--- src/rtl/booth_multiplier_seq_32.sv ---
// ----------------------------------------------------------------------------
// booth_multiplier_seq_32
//   Sequential signed 32x32 -> 64 radix-4 (bit-pair) Booth multiplier for the
//   Mini-SRC MUL path. One bit-pair is retired per clock, so a full operation
//   takes 16 RUN cycles. Each cycle adds one of {0, +-M, +-2M} shifted by 2k.
//
// Ports
//   in_clk           in   1   system clock, rising edge
//   in_clr           in   1   asynchronous active-high reset
//   in_start         in   1   start request (accepted in IDLE, or on the DONE exit edge)
//   in_multiplicand  in  32   M, signed, captured on the accepted start
//   in_multiplier    in  32   Q, signed, captured on the accepted start
//   out_busy         out  1   high in RUN and DONE
//   out_done         out  1   one-cycle pulse, product valid
//   out_product      out 64   signed product {HI,LO}, held until the next result
//
// Configuration
//   EARLY_TERM_EN : when defined, RUN ends as soon as the unprocessed upper
//                   multiplier bits are all-0s or all-1s (they would only
//                   recode to zero digits). The product is identical.
// ----------------------------------------------------------------------------
module booth_multiplier_seq_32 (
    input  logic        in_clk,
    input  logic        in_clr,
    input  logic        in_start,
    input  logic [31:0] in_multiplicand,
    input  logic [31:0] in_multiplier,
    output logic        out_busy,
    output logic        out_done,
    output logic [63:0] out_product
);

    localparam logic [1:0] S_IDLE = 2'd0;
    localparam logic [1:0] S_RUN  = 2'd1;
    localparam logic [1:0] S_DONE = 2'd2;

    logic [1:0]  state;
    logic [63:0] m_ext;     // multiplicand sign-extended to full product width
    logic [31:0] q;
    logic [63:0] acc;
    logic [3:0]  k;         // bit-pair index

    logic [32:0] q_ext;     // {Q, Q[-1]=0}
    logic [2:0]  pair;
    logic [63:0] m_dbl;
    logic [63:0] pp;
    logic [63:0] acc_next;
    logic        last;

    // ------------------------------------------------------------------------
    // Booth recoding and accumulate. +-M and +-2M are built at 64 bits so that
    // 2M never loses its top bit (needed for |M| >= 2^30, M = -2^31).
    // ------------------------------------------------------------------------
    always_comb begin
        q_ext = {q, 1'b0};
        pair  = q_ext[{k, 1'b0} +: 3];
        m_dbl = m_ext << 1;
        pp    = '0;
        case (pair)
            3'b000, 3'b111: pp = '0;
            3'b001, 3'b010: pp = m_ext;
            3'b011:         pp = m_dbl;
            3'b100:         pp = ~m_dbl + 64'd1;
            3'b101, 3'b110: pp = ~m_ext + 64'd1;
            default:        pp = '0;
        endcase
        acc_next = acc + (pp << {k, 1'b0});
    end

`ifdef EARLY_TERM_EN
    logic signed [31:0] q_rem;

    // After pair k, bits Q[31:2k+1] remain; shifting them down arithmetically
    // gives all-0s or all-1s exactly when every remaining digit recodes to 0.
    always_comb begin
        q_rem = $signed(q) >>> {k, 1'b1};
        last  = (q_rem == '0) || (q_rem == '1) || (k == 4'd15);
    end
`else
    always_comb begin
        last = (k == 4'd15);
    end
`endif

    // ------------------------------------------------------------------------
    // Control FSM and datapath registers
    // ------------------------------------------------------------------------
    always_ff @(posedge in_clk or posedge in_clr) begin
        if (in_clr) begin
            state       <= S_IDLE;
            m_ext       <= '0;
            q           <= '0;
            acc         <= '0;
            k           <= '0;
            out_done    <= 1'b0;
            out_product <= '0;
        end else begin
            out_done <= (state == S_DONE);
            case (state)
                S_IDLE, S_DONE: begin
                    if (in_start) begin
                        m_ext <= {{32{in_multiplicand[31]}}, in_multiplicand};
                        q     <= in_multiplier;
                        acc   <= '0;
                        k     <= '0;
                        state <= S_RUN;
                    end else begin
                        state <= S_IDLE;
                    end
                end
                S_RUN: begin
                    acc <= acc_next;
                    k   <= k + 4'd1;
                    if (last) begin
                        // Product register updates on the DONE entry edge only;
                        // out_done follows on the edge that leaves DONE.
                        out_product <= acc_next;
                        state       <= S_DONE;
                    end
                end
                default: state <= S_IDLE;
            endcase
        end
    end

    assign out_busy = (state == S_RUN) || (state == S_DONE);

endmodule
--- config.mk ---
export PLATFORM = sky130hd
export DESIGN_NAME = booth_multiplier_seq_32
export DESIGN_NICKNAME = d
export VERILOG_FILES = /design/src/rtl/booth_multiplier_seq_32.sv
export SDC_FILE = /design/constraint.sdc
export NUM_CORES = 1
export LEC_CHECK = 0
export ABC_AREA = 1
export CAP_MARGIN = 20
export CORE_ASPECT_RATIO = 1.25
export CORE_MARGIN = 2
export CORE_UTILIZATION = 54
export CTS_CLUSTER_SIZE = 28
export DETAILED_ROUTE_END_ITERATION = 8
export PLACE_DENSITY = 0.85
export RECOVER_POWER = 25
export SLEW_MARGIN = 30
export SYNTH_ARGS = -nofsm -noshare
export SYNTH_HDL_FRONTEND = slang
export SYNTH_SLANG_ARGS = --single-unit
export TNS_END_PERCENT = 30
--- constraint.sdc ---
create_clock -name in_clk -period 6.5 [get_ports in_clk]
set_clock_uncertainty 0.05 [all_clocks]
set_input_delay 0.65 -clock in_clk [delete_from_list [all_inputs] [get_ports in_clk]]
set_output_delay 0.65 -clock in_clk [all_outputs]
set_load 0.01 [all_outputs]
==> metrics.md, run 1 <==
| Metric | Value |
|---|---|
| Residual DRC | 0 |
| Reg-to-reg endpoint | out_product[37] |
| Sequential element share of the synthesized area | 0.3041 |
| Chip height | a little under 200 um |
| Final Hold Fails | 0 |
| Routed WL | between 60 and 70 mm |
| CTS H-tree lvls | 4 |
| Share of flip-flops with an asynchronous set or reset | 1.000 |
| Resized cells post-CTS | 0 |
| Startpoint Class | register |
| Cell mode on critical path | nand3_1 |
| Initial core utilization | 0.5469 |
| Yosys top cell by area | dfrtp_1 |
| IO Count | between 100 and 150 |
| Clock sink count | a little under 200 |
| WS Path Type | register to register |
| Avg Inst Size Synth | about 6.5 um2 |
| Antenna-violating nets left | 0 |
| Tightest Pin Transition | just over 3 ns |
| Synth Instances | around 2,500 |
| Yosys warning count | 0 |
| Post-CTS Repair Setup Buffers | 0 |
| Clk buf depth | 2 |
| Fmax | roughly 0.17 GHz |
| Die Footprint | 31,740 um2 |
| Worst-skew pair later-pin latency | about 0.48 ns |
| Arr. time, crit path | between 6 and 7 ns |
| Syn Std Cell Area | roughly 16,000 um2 |
| Failing checks | max-capacitance violations, max-slew violations |
| Wire length of the first global-routing pass | about 94 mm |
| Post-synth EDFFs | 0 |
| Fill cells | slightly below 3,000 |
| Crit Path Max Fanout | 56 |
| Final setup fails | 0 |
| Global route overflow | 0 |
| Die width | 159.7 um |
| R2r setup slk | between 0.4 and 0.5 ns |
| Crit path capture | out_product[37] |
| Main synth FF type | dfrtp_1 |
| Total core area | 29,940 um2 |
| Hold buffer count at CTS | 0 |
| Max-cap viol count | 1 |
| Post-Place Cell Area | roughly 18,000 um2 |
| Area growth syn-to-layout | 12.48% |
| Drt first-iter violations | about 2,400 |
| Crit path from | k[0] |
| R2R cell count | 26 |
| Largest net degree at the start of global routing | 141 |
| Port Buffer Count | ~130 |
| Design area | 18,420 um2 |
| Final Cycle Share | 0.9323 |
| Worst-path clk slew | approximately 0.08 ns |
| Post-route setup TNS | 0 ns |
| Ant. Diodes | 0 |
| Synth top area share | 0.3041 |
| DR vias/cell | approximately 6.0 |
| Final GP Congestion | approximately 1.1 |
| Standard-cell rows | 71 |
| Wire per inst | 20.01 um |
| RSZ-0062 raised after global routing | no |
| Min-Delay Path Class | register to register |
| Proportion of layout cells with a drive suffix above 1 | 0.03998 |
| DRT Pass-1 Iters | 6 |
| Initial antenna violation count | 0 |
| Mapped Nets | about 2,700 |
| Root buf cell | clkbuf_16 |
| Top post-synthesis cells by area | dfrtp_1, nand2_1, nand3_1 |
| Post-synth cell types | 49 |
| Max Transition Viols Final | 141 |
| Dpl hpwl | roughly 47 mm |
| #FFs+latches synth | 199 |
| Setup crit end kind | register |
| Status | finished with violations |
| CTS Buf Count | 17 |
| Via count | about 18,000 |
| Final net count | 2,725 |
| FF-to-FF Start | k[0] |
| Min Tclk post-route | 6.060 ns |
| Slowest-stage cell, CP | dfrtp_2 |
| Number of global-route vias before repair | approximately 17,000 |
| CTS tree | done |
| CP peak stage delay | 0.69 ns |
| Worst endpoint required time | slightly below 7 ns |
| GRT Util Overall | 0.3823 |
| Max-slew headroom | -1.023 |
[final cells by class]
type | count | area (um2) | share of cell area
timing repair buffer | 159 | 1551 | 0.08425
clock inverter | 14 | 136.4 | 0.007405
multi-input combinational | 1971 | 9898 | 0.5375
sequential | 199 | 4981 | 0.2705
tap | 401 | 501.7 | 0.02724
inverter | 240 | 908.4 | 0.04932
clock buffer | 18 | 439.2 | 0.02385
[critical path: cells and delay by family, from the launching register on]
family	cells	cell delay (ns)
xor+xnor	1	0.32
buf+inv	5	1.05
simple gates	12	1.85
flops	1	0.69
fa+ha+maj	1	0.32
compound gates	7	1.57
[registers in the layout, summed over array words and instances (netlist names)]
| register | flops |
|---|---|
| acc | 64 |
| out_product | 64 |
| m_ext | 32 |
| q | 32 |
| k | 4 |
| state | 2 |
| out_done | 1 |
[cells by family after synthesis]
logic type	Yosys count	synth area share
adders and majority gates	70	0.05395
xor gates and xnor gates	54	0.02889
DFF	199	0.3041
buffers and inverters	352	0.09239
and+or+nand+nor	1493	0.4003
AOI/OAI and AO/OA	354	0.1204
[worst min-delay path by stage]
| stage | start | end | slack [ns] | cells past startpoint |
|---|---|---|---|---|
| floorplan | q[31] | q[31] | 0.40 | 2 |
| CTS | out_product[61] | out_product[61] | 0.44 | 2 |
| global route | q[31] | q[31] | 0.45 | 2 |
| detailed placement | out_product[25] | out_product[25] | 0.42 | 2 |
| global placement | out_product[1] | out_product[1] | 0.41 | 2 |
| finish | out_product[4] | out_product[4] | 0.43 | 2 |
[metrics by stage]
stage	instances	setup WS, ns	utilization	hold slack (ns)
floorplan	2522	0.3743	-	0.3992
detailed placement	2970	0.4818	0.5961	0.4152
finish	3002	0.4398	0.6152	0.4332
global placement	2968	0.6021	0.5946	0.4061
CTS	3002	0.4582	0.6153	0.4368
global route	3002	0.09699	0.6152	0.4484
[layer usage]
metal | share of wire | global-route usage
met5 | 0 | 0
met4 | 0.043 | 0.1596
met3 | 0.088 | 0.07256
met2 | 0.45 | 0.6181
met1 | 0.42 | 0.5043
[synth_stat cells, types with 3 or more instances]
master and n:
nand3_2 4, inv_1 235, a221oi_1 5, buf_4 9
nand2_2 4, or2_2 15, buf_6 13, clkbuf_1 45
xor2_1 33, nand3_1 362, ha_1 69, nor2_2 3
o21bai_1 12, inv_2 4, buf_2 28, dfrtp_1 199
nand4_1 123, nor3_1 13, nand2_1 749, buf_1 15
o211ai_1 11, nor2_1 203, a21boi_0 6, o21ai_0 181
a21o_1 10, a31oi_1 14, a211oi_1 4, nand3b_1 6
o21a_1 7, o21ai_1 4, xnor2_1 21, a32o_1 4
a21oi_1 91
[layout by cell type (no fill, tap or decap), types with 5 or more instances in the layout]
cell,n
xnor2_1,21
o21ai_0,181
o21a_1,7
inv_2,6
or2_2,15
o21bai_1,12
nor2_1,201
nor3_1,13
nand4_1,123
xor2_1,33
a21o_1,10
clkbuf_16,17
inv_6,5
a21oi_1,91
clkdlybuf4s50_1,131
a21boi_0,5
a31oi_1,14
inv_1,230
nand3b_1,6
a221oi_1,5
ha_1,69
nand2_1,749
o211ai_1,11
dfrtp_1,198
nand3_1,362
clkinv_2,5
buf_4,25
Power of run 1 is left out: the tool's default activity adds up to more than one toggle a clock period on the data nets, which glitch-free logic cannot reach.
==> run 2, diff against run 1 <==
- ABC_AREA: 1 -> not set
==> run 2 against run 1 <==
- the flow finishes with violations (max-capacitance violations, max-slew violations, negative setup slack)
- register-to-register slack worse by 0.51 ns
- critical path depth up 2
- fmax is 7.8% lower
- die area shrank 8.5%
- largest cell class unchanged
- setup slack lost 0.51 ns
==> metrics.md, run 2 <==
| Metric | Value |
|---|---|
| Register Area | 4981 um2 (unchanged) |
| Failing checks | max-capacitance violations, max-slew violations, negative setup slack (was max-capacitance violations, max-slew violations) |
| Initial core utilization | 0.5458 (was 0.5469) |
| Die Footprint | 29,050 um2 (was 31,740 um2) |
| Top post-synthesis cells by area | dfrtp_1, o21ai_0, mux2_2 (was dfrtp_1, nand2_1, nand3_1) |
| WS Path Type | register to register (unchanged) |
| Proportion of layout cells with a drive suffix above 1 | 0.2966 (was 0.03998) |
| Fmax | 0.1521 GHz (was 0.1650 GHz) |
| Area growth syn-to-layout | 36.21% (was 12.48%) |
| Synth Instances | 1,729 (was 2,522) |
| CTS H-tree lvls | 4 (unchanged) |
| Mapped Nets | 1,866 (was 2,659) |
| Setup crit end kind | register (unchanged) |
| Max-cap viol count | 2 (was 1) |
| Status | finished with violations (unchanged) |
| CP peak stage delay | 0.56 ns (was 0.69 ns) |
| Drt first-iter violations | 1,129 (was 2,378) |
| Post-Synth Simple-Gate Area | 0.1587 (was 0.4003) |
| Via count | 15,280 (was 18,030) |
| DR vias/cell | 6.116 (was 6.004) |
| CTS Buf Count | 17 (unchanged) |
| Final Hold Fails | 0 (unchanged) |
| Mux contribution to synthesized area | 0.1171 (was 0) |
| Worst-skew pair later-pin latency | 0.47 ns (was 0.48 ns) |
| Min-Delay Startpoint | out_product[38] (was out_product[4]) |
| Reg-to-reg endpoint | acc[62] (was out_product[37]) |
| Synth Area in Compound Gates | 0.2392 (was 0.1204) |
| Fill cells | 2,019 (was 2,917) |
| Design area | 20,370 um2 (was 18,420 um2) |
| Dpl hpwl | 37.52 mm (was 47.32 mm) |
| FF-to-FF Start | k[0] (unchanged) |
| Final GP Congestion | 0.9532 (was 1.055) |
| Worst endpoint required time | 6.78 ns (was 6.77 ns) |
| Cell mode on critical path | buf_4 (was nand3_1) |
| Wire per inst | 20.25 um (was 20.01 um) |
| Startpoint Class | register (unchanged) |
| Largest family of logic cells by synthesized area | compound AO/OA/AOI/OAI gates (was simple AND/OR/NAND/NOR gates) |
| Final setup fails | 2 (was 0) |
| Main synth FF type | dfrtp_1 (unchanged) |
| Residual DRC | 0 (unchanged) |
| Wire length of the first global-routing pass | 78.69 mm (was 94.24 mm) |
| Regs by FF count | acc x64, out_product x64 (unchanged) |
| Area taken by multi-input logic gates | 9991 um2 (was 9898 um2) |
| Max-slew headroom | -1.199 (was -1.023) |
| Die width | 152.8 um (was 159.7 um) |
| DRT Pass-1 Iters | 5 (was 6) |
| Slowest-stage cell, CP | mux4_2 (was dfrtp_2) |
| Clk buf depth | 2 (unchanged) |
| Crit path from | k[0] (unchanged) |
| Initial antenna violation count | 0 (unchanged) |
| R2r setup slk | -0.07 ns (was 0.44 ns) |
| GR peak layer | met2 (unchanged) |
| Synth top area share | 0.3330 (was 0.3041) |
| Tightest Pin Transition | 3.280 ns (was 3.035 ns) |
| Min-Delay Path Class | register to register (unchanged) |
| Yosys top cell by area | dfrtp_1 (unchanged) |
| Ant. Diodes | 0 (unchanged) |
| Worst-path clk slew | 0.08 ns (about the same) |
| CTS tree | done (unchanged) |
| Crit Path Max Fanout | 7 (was 56) |
| IO Count | 133 (unchanged) |
| Max Transition Viols Final | 145 (was 141) |
| Root buf cell | clkbuf_16 (unchanged) |
| Number of global-route vias before repair | 15,350 (was 17,100) |
| Clock sink count | 199 (unchanged) |
| #FFs+latches synth | 199 (unchanged) |
| Most frequent cells in the layout | buf_4, nand2_1, dfrtp_1 (was nand2_1, nand3_1, inv_1) |
| R2R cell count | 28 (was 26) |
| Share of flip-flops with an asynchronous set or reset | 1.000 (unchanged) |
| Routing usage on met2 | 0.6011 (was 0.6181) |
| Antenna-violating nets left | 0 (unchanged) |
| RSZ-0062 raised after global routing | yes (was no) |
| Most frequent cell after synthesis | nand2_1 (unchanged) |
| Final WS setup | -0.07298 ns (was 0.4398 ns) |
| Hold buffer count at CTS | 0 (unchanged) |
| Final net count | 2,272 (was 2,725) |
| Syn Std Cell Area | 14,950 um2 (was 16,370 um2) |
| Min Tclk post-route | 6.573 ns (was 6.060 ns) |
| Avg Inst Size Synth | 8.648 um2 (was 6.492 um2) |
| Standard-cell rows | 68 (was 71) |
| Largest net degree at the start of global routing | 103 (was 141) |
| Yosys warning count | 0 (unchanged) |
| Crit path capture | acc[62] (was out_product[37]) |
| Global route overflow | 0 (unchanged) |
| Post-Place Cell Area | 18,870 um2 (was 17,840 um2) |
| XOR/XNOR share of the synthesized area | 0.05079 (was 0.02889) |
| Synth Area in Adders | 0.05907 (was 0.05395) |
| Arr. time, crit path | 6.85 ns (was 6.33 ns) |
| Chip height | 190.0 um (was 198.7 um) |
| Routed WL | 50.57 mm (was 60.06 mm) |
| Post-synth EDFFs | 0 (unchanged) |
| Port Buffer Count | 132 (unchanged) |
| Sequential element share of the synthesized area | 0.3330 (was 0.3041) |
| Synth top cells by count | nand2_1, dfrtp_1, o21ai_0, nor2_1, a21oi_1 (was nand2_1, nand3_1, inv_1, nor2_1, dfrtp_1) |
| Met3 GRT Util | 0.03827 (was 0.07256) |
| GRT Util Overall | 0.3367 (was 0.3823) |
| Met1 Use GR | 0.3900 (was 0.5043) |
| Total core area | 27,400 um2 (was 29,940 um2) |
| Commonest non-fill, non-tap cell in the layout | buf_4 (was nand2_1) |
| Final Cycle Share | 1.011 (was 0.9323) |
| Worst Hold Margin | 0.4308 ns (was 0.4332 ns) |
| Worst Hold Depth | 2 (unchanged) |
| Post-synth cell types | 87 (was 49) |
## run 2: changes by cell type after synthesis, sizes merged, moves of 43 or more
cell,previous run,this run
clkbuf,45,88
inv,240,41
mux2,0,82
mux2i,0,47
nand2,755,217
nand3,366,27
nand4,123,15
nor2,209,122
## run 2: layout make-up
class,instances,share of cell area
clock buffer,17,0.02089
inverter,41,0.007618
clock inverter,15,0.009276
tap,350,0.02150
multi-input combinational,1376,0.4905
timing repair buffer,500,0.2056
sequential,199,0.2446
## run 2: layer usage
layer	vias to the layer above	wire length, um
li1	7159	-
met1	7334	19690
met2	602	25490
met3	182	2518
met4	0	2867
met5	-	0
## run 2: critical path, delay by kind of cell, from the launching register on
kind / cells / cell delay, ns
compound gates: 13 / 2.93
xor+xnor: 2 / 0.35
fa+ha+maj: 1 / 0.29
buf+inv: 7 / 1.05
flops: 1 / 0.45
mux: 3 / 1.18
simple gates: 2 / 0.13
## run 2: what timing repair did
action / 4_1_cts / 5_1_grt
endpoints found under the setup margin: 34 / 49
pin swaps: 10 / 45
cloned: 0 / 1
resized for setup: 31 / 113
buffers inserted: 7 / 21
hold endpoints to repair: 0 / 0
## run 2: worst min-delay path by stage
stage                                 end  slack (ns)
after floorplan                    acc[0]        0.40
after global routing       out_product[4]        0.46
after detailed placement           acc[0]        0.42
final                     out_product[38]        0.43
after CTS                 out_product[52]        0.44
after global placement             acc[0]        0.41
## run 2: logic make-up after synthesis
| family | count (synthesis) |
|---|---|
| compound gates | 561 |
| xor+xnor | 85 |
| fa+ha+maj | 70 |
| buf+inv | 154 |
| simple gates | 516 |
| mux | 144 |
| flops | 199 |
## run 2: through the flow
step / TNS, ns / cells / worst slack (ns) / util
6_report: -0.1374 / 2498 / -0.07298 / 0.7434
5_1_grt: -2.833 / 2498 / -0.2345 / 0.7434
4_1_cts: 0 / 2476 / 0.004952 / 0.7188
3_5_place_dp: -3.840 / 2437 / -0.3787 / 0.6889
3_3_place_gp: -2.925 / 2437 / -0.3586 / 0.6887
2_1_floorplan: 0 / 1729 / 0.1489 / -
Power of run 2 is left out for the same reason.
==> run 3, diff against run 2 <==
- MAX_ROUTING_LAYER: not set -> met4
- PLACE_DENSITY: 0.85 -> 0.75
==> run 3 against run 2 <==
- the run ends with max-capacitance violations, max-slew violations left
- first-iteration DRC count rose by 0.89%
- clock-buffer cell count did not move
- critical path depth did not move
- non-clock buffer count fell by 3
- sequential share of layout area rose by 0.072 points
- largest cell class unchanged
- fmax rose by 3.3%
- critical path type unchanged
- setup slack improved by 0.21 ns
- highest routed layer unchanged
==> metrics.md, run 3 (same netlist as run 2, synthesis figures left out) <==
| Metric | Value |
|---|---|
| Status | finished with violations (unchanged) |
| Failing checks | max-capacitance violations, max-slew violations (was max-capacitance violations, max-slew violations, negative setup slack) |
| CTS tree | done (unchanged) |
| Met2 wire length | 25.42 mm (was 25.49 mm) |
| Top Layer Used | met4 (unchanged) |
| Drt first-iter violations | 1,139 (was 1,129) |
| Dpl hpwl | 38.13 mm (was 37.52 mm) |
| Initial core utilization | 0.5458 (unchanged) |
| Antenna-violating nets left | 0 (unchanged) |
| IO Count | 133 (unchanged) |
| DRT Pass-1 Iters | 7 (was 5) |
| Setup crit end kind | register (unchanged) |
| WS Path Type | register to register (unchanged) |
| DR vias/cell | 6.068 (was 6.116) |
| Final Hold Fails | 0 (unchanged) |
| Proportion of layout cells with a drive suffix above 1 | 0.2974 (was 0.2966) |
| Commonest non-fill, non-tap cell in the layout | buf_4 (unchanged) |
| Worst-path clk slew | 0.09 ns (was 0.08 ns) |
| Number of global-route vias before repair | 14,950 (was 15,350) |
| Via count | 15,140 (was 15,280) |
| Final setup fails | 0 (was 2) |
| Wire length of the first global-routing pass | 78.17 mm (was 78.69 mm) |
| Standard-cell rows | 68 (unchanged) |
| Regs by FF count | acc x64, out_product x64 (unchanged) |
| Min-Delay Path Class | register to register (unchanged) |
| Die Footprint | 29,050 um2 (unchanged) |
| Clock sink count | 199 (unchanged) |
| Worst-skew pair later-pin latency | 0.47 ns (about the same) |
| Min Tclk post-route | 6.362 ns (was 6.573 ns) |
| Final net count | 2,269 (was 2,272) |
| Ant. Diodes | 0 (unchanged) |
| Max Transition Viols Final | 104 (was 145) |
| Final Cycle Share | 0.9788 (was 1.011) |
| Root buf cell | clkbuf_16 (unchanged) |
| Final GP Congestion | 0.9875 (was 0.9532) |
| Wire per inst | 20.04 um (was 20.25 um) |
| Worst endpoint required time | 6.78 ns (about the same) |
| Global route overflow | 0 (unchanged) |
| RSZ-0062 raised after global routing | yes (unchanged) |
| Fill cells | 2,060 (was 2,019) |
| Initial antenna violation count | 0 (unchanged) |
| Cell mode on critical path | buf_4 (unchanged) |
| Largest net degree at the start of global routing | 104 (was 103) |
| Max-slew headroom | -1.563 (was -1.199) |
| CTS Buf Count | 17 (unchanged) |
| Most frequent cells in the layout | buf_4, nand2_1, dfrtp_1 (unchanged) |
| Tightest Pin Transition | 3.844 ns (was 3.280 ns) |
| Max-cap viol count | 1 (was 2) |
| Startpoint Class | register (unchanged) |
| Chip height | 190.0 um (unchanged) |
| Crit Path Max Fanout | 4 (was 7) |
| Fmax | 0.1572 GHz (was 0.1521 GHz) |
| Area growth syn-to-layout | 35.80% (was 36.21%) |
| Routed WL | 50.01 mm (was 50.57 mm) |
| CTS H-tree lvls | 4 (unchanged) |
| Total core area | 27,400 um2 (unchanged) |
| Hold buffer count at CTS | 0 (unchanged) |
| Residual DRC | 0 (unchanged) |
| Slowest-stage cell, CP | or4_4 (was mux4_2) |
| M1 wire length | 20.08 mm (was 19.69 mm) |
| Met3 WL | 2.063 mm (was 2.518 mm) |
| Arr. time, crit path | 6.64 ns (was 6.85 ns) |
| Final Util | 0.7412 (was 0.7434) |
| Die width | 152.8 um (unchanged) |
| Port Buffer Count | 132 (unchanged) |
| Clk buf depth | 2 (unchanged) |
| CP peak stage delay | 0.54 ns (was 0.56 ns) |
| GRT Util Overall | 0.3452 (was 0.3367) |
-- run 3: changes by cell type in the layout (fill, tap and decap cells not counted), moves of 3 or more --
| cell | delta |
|---|---|
| clkinv_4 | -3 |
| o21ai_0 | -5 |
| nand3_2 | +3 |
| mux2i_4 | -3 |
| nand3_1 | -3 |
| o31ai_1 | -3 |
| inv_12 | +4 |
| o31ai_2 | +3 |
| mux2i_2 | +5 |
| buf_6 | +3 |
| o21ai_1 | +5 |
-- run 3: final timing paths --
path | start | to | slack (ns) | depth (start not counted)
worst max-delay path | m_ext[6] | out_product[60] | 0.14 | 28
worst min-delay path | out_product[26] | out_product[26] | 0.43 | 2
worst max register to register | m_ext[6] | out_product[60] | 0.14 | 28
worst min register to register | out_product[26] | out_product[26] | 0.43 | 2
max in group asynchronous | in_clr | acc[44] | 1.36 | 3
min in group asynchronous | in_clr | m_ext[12] | 1.96 | 2
-- run 3: cell type report --
| cell class | count | area, um2 | share of cell area |
|---|---|---|---|
| well taps | 350 | 437.9 | 0.02156 |
| repair buffers | 497 | 4121 | 0.2030 |
| flip-flops and latches | 199 | 4981 | 0.2453 |
| clock inverters | 15 | 206.4 | 0.01017 |
| clock buffers | 17 | 425.4 | 0.02095 |
| multi-input cells | 1376 | 9981 | 0.4915 |
| inverters | 41 | 153.9 | 0.007579 |
-- run 3: stage by stage --
step / area [um2] / setup TNS [ns] / cells / hold WS [ns] / setup slack (ns)
after floorplan: 14950 / 0 / 1729 / 0.3953 / 0.1489
after global placement: 18950 / -4.604 / 2449 / 0.4101 / -0.4951
after detailed placement: 18950 / -5.943 / 2449 / 0.4144 / -0.5143
after CTS: 19690 / 0 / 2484 / 0.4374 / 0.001126
after global routing: 20310 / -0.3031 / 2495 / 0.4612 / -0.04789
final: 20310 / 0 / 2495 / 0.4288 / 0.1375
-- run 3: layer usage --
metal | vias to the layer above | track usage
met1 | 7299 | 0.4044
met4 | 0 | 0.1706
met3 | 145 | 0.03531
li1 | 7167 | -
met5 | - | -
met2 | 529 | 0.5949
-- run 3: critical path: cells and delay by family, from the launching register on --
family                   cells  cell delay, ns
AND/OR/NAND/NOR              7            2.02
AO/OA/AOI/OAI                9            1.55
buffers and inverters        7            1.05
multiplexers                 2            0.45
XOR/XNOR                     2            0.41
flip-flops                   1            0.41
adder cells (fa/ha/maj)      1            0.27
-- run 3: repair_timing --
action                     4_1_cts  5_1_grt
setup buffers                    3       12
setup endpoints to repair       42       58
resized for setup               20      132
pin swaps                        5       40
gates cloned                     0        0
Power of run 3 is left out for the same reason.
